[src/rtl/barrel_shift_arb.sv]
// barrel_shift_arb: round-robin arbiter in front of one shared shift/rotate
// datapath, with a single-entry registered response stage.
module barrel_shift_arb #(
  parameter int unsigned N = 8,
  parameter int unsigned R = 4
) (
  input  logic                       clk,
  input  logic                       rst,
  input  logic [R-1:0]               req_valid,
  output logic [R-1:0]               req_ready,
  input  logic [R*N-1:0]             req_data,
  input  logic [R*$clog2(N)-1:0]     req_shift,
  input  logic [R*3-1:0]             req_op,
  output logic                       resp_valid,
  input  logic                       resp_ready,
  output logic [N-1:0]               resp_data,
  output logic [$clog2(R)-1:0]       resp_id,
  output logic                       resp_err,
  output logic [15:0]                done_cnt
);

  localparam int unsigned SW = $clog2(N);
  localparam int unsigned IW = $clog2(R);

  typedef enum logic {EMPTY, FULL} state_t;

  state_t          state_q, state_d;
  logic [IW-1:0]   ptr_q;
  logic [IW-1:0]   win;
  logic [IW-1:0]   idx;
  logic            found;
  logic            accept;
  logic            grant;
  logic [N-1:0]    op_data;
  logic [SW-1:0]   op_shift;
  logic [2:0]      op_code;
  logic [N-1:0]    sh_data;
  logic            sh_err;
  logic [N-1:0]    data_q;
  logic [IW-1:0]   id_q;
  logic            err_q;
  logic [15:0]     cnt_q;

  // Round-robin search starting at the priority pointer.
  always_comb begin
    found = 1'b0;
    win   = '0;
    idx   = '0;
    for (int k = 0; k < int'(R); k++) begin
      idx = ptr_q + IW'(k);
      if (!found && req_valid[idx]) begin
        found = 1'b1;
        win   = idx;
      end
    end
  end

  // Accept when the output slot is free or being drained this cycle.
  always_comb begin
    accept    = !rst && ((state_q == EMPTY) || resp_ready);
    grant     = accept && found;
    req_ready = grant ? (R'(1) << win) : '0;
  end

  // Shared shift datapath fed by the winner's command.
  always_comb begin
    op_data  = req_data[win*N +: N];
    op_shift = req_shift[win*SW +: SW];
    op_code  = req_op[win*3 +: 3];
    sh_data  = '0;
    sh_err   = 1'b0;
    case (op_code)
      3'd0: sh_data = op_data >> op_shift;
      3'd1: sh_data = N'($signed(op_data) >>> op_shift);
      3'd2: sh_data = op_data << op_shift;
      3'd3: sh_data = (op_data >> op_shift) | (op_data << (N - 32'(op_shift)));
      3'd4: sh_data = (op_data << op_shift) | (op_data >> (N - 32'(op_shift)));
      default: begin
        sh_data = '0;
        sh_err  = 1'b1;
      end
    endcase
  end

  // Output stage state register.
  always_ff @(posedge clk) begin
    if (rst) state_q <= EMPTY;
    else     state_q <= state_d;
  end

  // Output stage next-state logic.
  always_comb begin
    state_d = state_q;
    case (state_q)
      EMPTY:   if (grant) state_d = FULL;
      FULL:    if (resp_ready && !grant) state_d = EMPTY;
      default: state_d = EMPTY;
    endcase
  end

  // Response payload: load on grant, clear when drained with nothing behind it.
  always_ff @(posedge clk) begin
    if (rst) begin
      data_q <= '0;
      id_q   <= '0;
      err_q  <= 1'b0;
    end else if (grant) begin
      data_q <= sh_data;
      id_q   <= win;
      err_q  <= sh_err;
    end else if ((state_q == FULL) && resp_ready) begin
      data_q <= '0;
      id_q   <= '0;
      err_q  <= 1'b0;
    end
  end

  // Priority pointer moves past each winner.
  always_ff @(posedge clk) begin
    if (rst)        ptr_q <= '0;
    else if (grant) ptr_q <= win + IW'(1);
  end

  // Completed-response counter, wraps naturally.
  always_ff @(posedge clk) begin
    if (rst)                                   cnt_q <= '0;
    else if ((state_q == FULL) && resp_ready)  cnt_q <= cnt_q + 16'd1;
  end

  assign resp_valid = (state_q == FULL);
  assign resp_data  = data_q;
  assign resp_id    = id_q;
  assign resp_err   = err_q;
  assign done_cnt   = cnt_q;

endmodule

[config.mk]
export PLATFORM = sky130hd
export DESIGN_NAME = barrel_shift_arb
export DESIGN_NICKNAME = d
export VERILOG_FILES = /design/src/rtl/barrel_shift_arb.sv
export SDC_FILE = /design/constraint.sdc
export NUM_CORES = 1
export LEC_CHECK = 0
export CAP_MARGIN = 20
export CELL_PAD_IN_SITES_DETAIL_PLACEMENT = 1
export CELL_PAD_IN_SITES_GLOBAL_PLACEMENT = 1
export CORE_MARGIN = 2
export CORE_UTILIZATION = 34
export DETAILED_ROUTE_END_ITERATION = 10
export GPL_TIMING_DRIVEN = 0
export PLACE_DENSITY_LB_ADDON = 0.2
export SYNTH_ARGS = -nofsm -noshare
export SYNTH_HDL_FRONTEND = slang
export SYNTH_SLANG_ARGS = --single-unit
[constraint.sdc]
create_clock -name clk -period 5.25 [get_ports clk]
set_input_delay 1.575 -clock clk [delete_from_list [all_inputs] [get_ports clk]]
set_output_delay 1.575 -clock clk [all_outputs]
set_load 0.03 [all_outputs]
==> run_summary.xml <==
<?xml version="1.0" encoding="UTF-8"?>
<metrics>
  <group name="clock_network">
    <metric name="clockBufferDepth" unit="">2</metric>
    <metric name="cts_made_buffers" unit="">5</metric>
    <metric name="tritoncts_clock_tree" unit="">yes</metric>
    <metric name="clk-insertion-delay-late" unit="ns">0.29</metric>
    <metric name="cts_sinks" unit="">30</metric>
    <metric name="clk_pin_slew_worst_paths" unit="ns">0.07</metric>
    <metric name="h_tree_lvls" unit="">2</metric>
    <metric name="root_buffer" unit="">sky130_fd_sc_hd__clkbuf_8</metric>
    <metric name="cts.hold.buffers_added" unit="">0</metric>
  </group>
  <group name="run">
    <metric name="reported_max_cap_violation_count" unit="">0</metric>
  </group>
  <group name="synthesis">
    <metric name="yosysUniqueCellTypes" unit="">69</metric>
    <metric name="yosys.area.top_type" unit="">sky130_fd_sc_hd__dfxtp_1</metric>
    <metric name="synth_enable_flop_cells" unit="">0</metric>
    <metric name="synth.yosys.seq_area_share" unit="">0.185</metric>
    <metric name="synth_area" unit="um^2">3250</metric>
    <metric name="post_synth_top_flop" unit="">sky130_fd_sc_hd__dfxtp_1</metric>
    <metric name="synth-async-reset-ratio" unit="">0</metric>
    <metric name="yosys_synthesis_warning_count" unit="">0</metric>
    <metric name="post_synth.cell_area_avg" unit="um^2">7.37</metric>
    <metric name="mappedNetlistNets" unit="">510</metric>
    <metric name="synth-seq-cells" unit="">30</metric>
    <metric name="netlist_top_cells_area" unit="">sky130_fd_sc_hd__dfxtp_1, sky130_fd_sc_hd__nand3_1, sky130_fd_sc_hd__nand2_1, sky130_fd_sc_hd__o21ai_0, sky130_fd_sc_hd__mux2i_1</metric>
    <metric name="yosys.area.top_type_share" unit="">0.185</metric>
    <metric name="postSynthCellCount" unit="">441</metric>
  </group>
  <group name="worst_setup_path">
    <metric name="critical_path.reg2reg.startpoint" unit="">ptr_q[1]</metric>
    <metric name="timing.reg2reg.worst_path_depth" unit="">15</metric>
    <metric name="path_class" unit="">in -&gt; out</metric>
    <metric name="cp_cell_sequence" unit="">clkdlybuf4s50_1, mux2i_1, o2bb2ai_2, nor2_4, inv_4, buf_2, ha_1, and2_1, clkdlybuf4s15_2</metric>
    <metric name="crit_start" unit="">req_valid[0]</metric>
    <metric name="endpoint" unit="">req_ready[2]</metric>
    <metric name="timing.critical_path.slowest_stage_cell" unit="">sky130_fd_sc_hd__clkdlybuf4s50_1</metric>
    <metric name="worst_ep_required_time" unit="ns">3.68</metric>
    <metric name="timing.critical_path.depth" unit="">9</metric>
    <metric name="worst-r2r-setup-slack" unit="ns">1.74</metric>
    <metric name="worstPathMaxFanout" unit="">11</metric>
    <metric name="cpLargestDelayFamily" unit="">buffers and inverters</metric>
    <metric name="setup.worst_path.start_class" unit="">input port</metric>
    <metric name="setup.worst_path.end_class" unit="">output pin</metric>
    <metric name="cp_data_arrival_time" unit="ns">3.50</metric>
    <metric name="critPathBufInv" unit="">4</metric>
    <metric name="max_stage_delay" unit="ns">0.52</metric>
    <metric name="r2r_end" unit="">resp_data[2]</metric>
  </group>
  <group name="detailed_routing">
    <metric name="dr.pass1.iters" unit="">6</metric>
    <metric name="drt_iter0_drc" unit="">337</metric>
    <metric name="met3WireLength" unit="um">699</metric>
    <metric name="drt-total-wl" unit="um">13100</metric>
    <metric name="post_drt_wl_per_cell" unit="um">19.6</metric>
    <metric name="highest-signal-layer" unit="">met4</metric>
    <metric name="total_routed_wire_length_on_the_met1_layer" unit="um">5730</metric>
    <metric name="wl_met2" unit="um">6350</metric>
    <metric name="route.antenna.remaining_nets" unit="">0</metric>
    <metric name="via_per_inst" unit="">5.81</metric>
    <metric name="drc" unit="">0</metric>
    <metric name="via_count" unit="">3905</metric>
  </group>
  <group name="final_layout">
    <metric name="final_net_count" unit="">612</metric>
    <metric name="antennaDiodeCount" unit="">0</metric>
    <metric name="layout-drive-gt1-share" unit="">0.110</metric>
    <metric name="area.growth.synth_to_final" unit="%">38.2</metric>
  </group>
  <group name="global_route">
    <metric name="grt_pass1_wl" unit="um">21500</metric>
    <metric name="grt_pass1_vias" unit="">4130</metric>
    <metric name="antenna_violations_before_repair" unit="">0</metric>
    <metric name="largest_net_degree_at_the_start_of_global_routing" unit="">15</metric>
    <metric name="grt_use_total" unit="">0.265</metric>
    <metric name="globalRoute.totalOverflow" unit="">0</metric>
  </group>
  <group name="sta">
    <metric name="layout_min_cycle_time" unit="ns">5.08</metric>
    <metric name="final.hold.worst_slack" unit="ns">0.480</metric>
    <metric name="worst_slew_margin_rel" unit="">0.413</metric>
    <metric name="rsz0062_at_grt" unit="">no</metric>
    <metric name="finalSetupViolCount" unit="">0</metric>
    <metric name="finClkSkew" unit="ns">0.0102</metric>
    <metric name="timing.setup.tns" unit="ns">0</metric>
    <metric name="layout_worst_path_cycle_share" unit="">0.967</metric>
    <metric name="achievable-frequency" unit="GHz">0.197</metric>
    <metric name="worst-slew-pin-transition" unit="ns">0.875</metric>
    <metric name="slew_viol_final" unit="">0</metric>
    <metric name="report.final.hold_viol_count" unit="">0</metric>
  </group>
  <group name="floorplan">
    <metric name="core_area" unit="um^2">9240</metric>
    <metric name="die-height" unit="um">102</metric>
    <metric name="start_util" unit="">0.352</metric>
    <metric name="floorplan.die_area" unit="um^2">10400</metric>
    <metric name="dieWidth" unit="um">102</metric>
    <metric name="placement_row_count" unit="">35</metric>
    <metric name="floorplan.io_pins" unit="">95</metric>
  </group>
  <group name="place">
    <metric name="dp_hpwl" unit="um">10400</metric>
    <metric name="routabilityCongestion" unit="">0.941</metric>
    <metric name="io_buffer_count" unit="">94</metric>
  </group>
  <group name="power">
    <metric name="cellLeakagePower" unit="nW">1.63</metric>
    <metric name="pd_cells" unit="nW/um^2">402</metric>
    <metric name="worst_ir_drop_vdd" unit="mV">0.137</metric>
  </group>
  <group name="hold_path">
    <metric name="hold_path.class" unit="">reg -&gt; reg</metric>
  </group>
  <group name="status">
    <metric name="run_status" unit="">finished, final reports clean</metric>
  </group>
</metrics>
-- area by class of cell --
type / instances / area, um^2
Inverter: 15 / 62.6
Clock buffer: 6 / 82.6
Tap cell: 129 / 161
Buffer: 26 / 134
Sequential cell: 30 / 601
Clock inverter: 1 / 30.0
Fill cell: 1175 / 4750
Timing Repair Buffer: 97 / 955
Multi-Input combinational cell: 368 / 2460
-- worst min-delay path by stage --
stage                      start           end  slack [ns]  cells past startpoint
global route        resp_data[7]  resp_data[7]        0.51                      2
CTS                   resp_id[1]    resp_id[1]        0.48                      2
floorplan               ptr_q[1]      ptr_q[1]        0.50                      2
detailed placement  resp_data[7]  resp_data[7]        0.46                      2
finish                resp_id[0]    resp_id[0]        0.48                      2
global placement    resp_data[7]  resp_data[7]        0.45                      2
-- per-stage QoR --
stage	setup WS [ns]	total power, mW	util	area [um^2]	instances
finish	0.173	1.81	0.486	4490	672
global route	0.0252	1.92	0.486	4490	672
CTS	0.0120	1.78	0.486	4490	673
detailed placement	-0.775	1.52	0.471	4350	664
global placement	-0.732	1.51	0.471	4350	664
floorplan	0.633	1.13	-	3250	441
-- logic make-up after synthesis --
kind of cell / count (synthesis) / share of synthesized area
muxes: 22 / 0.0878
DFF: 30 / 0.185
xor gates and xnor gates: 14 / 0.0493
AOI/OAI and AO/OA: 133 / 0.297
buffers and inverters: 43 / 0.0593
and+or+nand+nor: 192 / 0.295
adders and majority gates: 7 / 0.0266
-- flip-flops by register name, summed over array words and instances (netlist names) --
name and flops:
resp_err 1, resp_id 2, ptr_q 2, done_cnt 16, resp_valid 1, resp_data 8
-- cells in the mapped netlist (4+ instances only) --
library cell and number:
sky130_fd_sc_hd__buf_2 5, sky130_fd_sc_hd__and3_1 13, sky130_fd_sc_hd__o22ai_1 4, sky130_fd_sc_hd__mux2i_1 15
sky130_fd_sc_hd__mux4_2 5, sky130_fd_sc_hd__a22oi_1 8, sky130_fd_sc_hd__xnor2_1 5, sky130_fd_sc_hd__nand3_1 45
sky130_fd_sc_hd__ha_1 6, sky130_fd_sc_hd__clkbuf_1 18, sky130_fd_sc_hd__nor2_1 32, sky130_fd_sc_hd__a21oi_1 16
sky130_fd_sc_hd__a211oi_1 8, sky130_fd_sc_hd__xor2_1 7, sky130_fd_sc_hd__nor3_1 9, sky130_fd_sc_hd__a31o_2 5
sky130_fd_sc_hd__or4_1 4, sky130_fd_sc_hd__a21boi_0 4, sky130_fd_sc_hd__o21ai_0 38, sky130_fd_sc_hd__or3_1 4
sky130_fd_sc_hd__nand2_1 53, sky130_fd_sc_hd__o2111ai_1 7, sky130_fd_sc_hd__and2_1 9, sky130_fd_sc_hd__o31a_1 4
sky130_fd_sc_hd__dfxtp_1 30, sky130_fd_sc_hd__o211ai_1 10, sky130_fd_sc_hd__inv_1 12
-- routing by layer --
metal,vias up,GRT usage
li1,1857,-
met1,1871,0.350
met3,28,0.0386
met2,149,0.444
met4,0,0.0832
met5,-,0
-- tightest hold or removal path, delay by kind of cell (launching register included) --
family	cells	cell delay, ns
and+or+nand+nor	1	0.06
AOI/OAI and AO/OA	1	0.05
DFF	1	0.32
-- layout by cell type (no fill, tap or decap), drive strengths merged, types with 8 or more instances in the layout --
cell | Yosys | routed
nor2 | 35 | 35
nand2 | 54 | 54
o211ai | 10 | 10
nor3 | 9 | 9
a211oi | 10 | 10
o21ai | 39 | 39
inv | 15 | 14
and2 | 11 | 11
clkbuf | 18 | 25
clkdlybuf4s50 | 0 | 88
mux2i | 15 | 15
dfxtp | 30 | 30
a22oi | 8 | 8
and3 | 13 | 13
buf | 10 | 12
nand3 | 45 | 45
a21oi | 17 | 17
-- report_power, final --
group	switching (mW)	internal [mW]
Clock	0.0960	0.152
Combinational	0.814	0.475
Sequential	0.0181	0.250
-- repair_timing --
item / in CTS / in global routing
pin swaps: 2 / 1
endpoints found under the setup margin: 12 / 12
setup buffers: 3 / 0
resized for setup: 14 / 7
No activity file was read; power rests on OpenSTA's default activity.
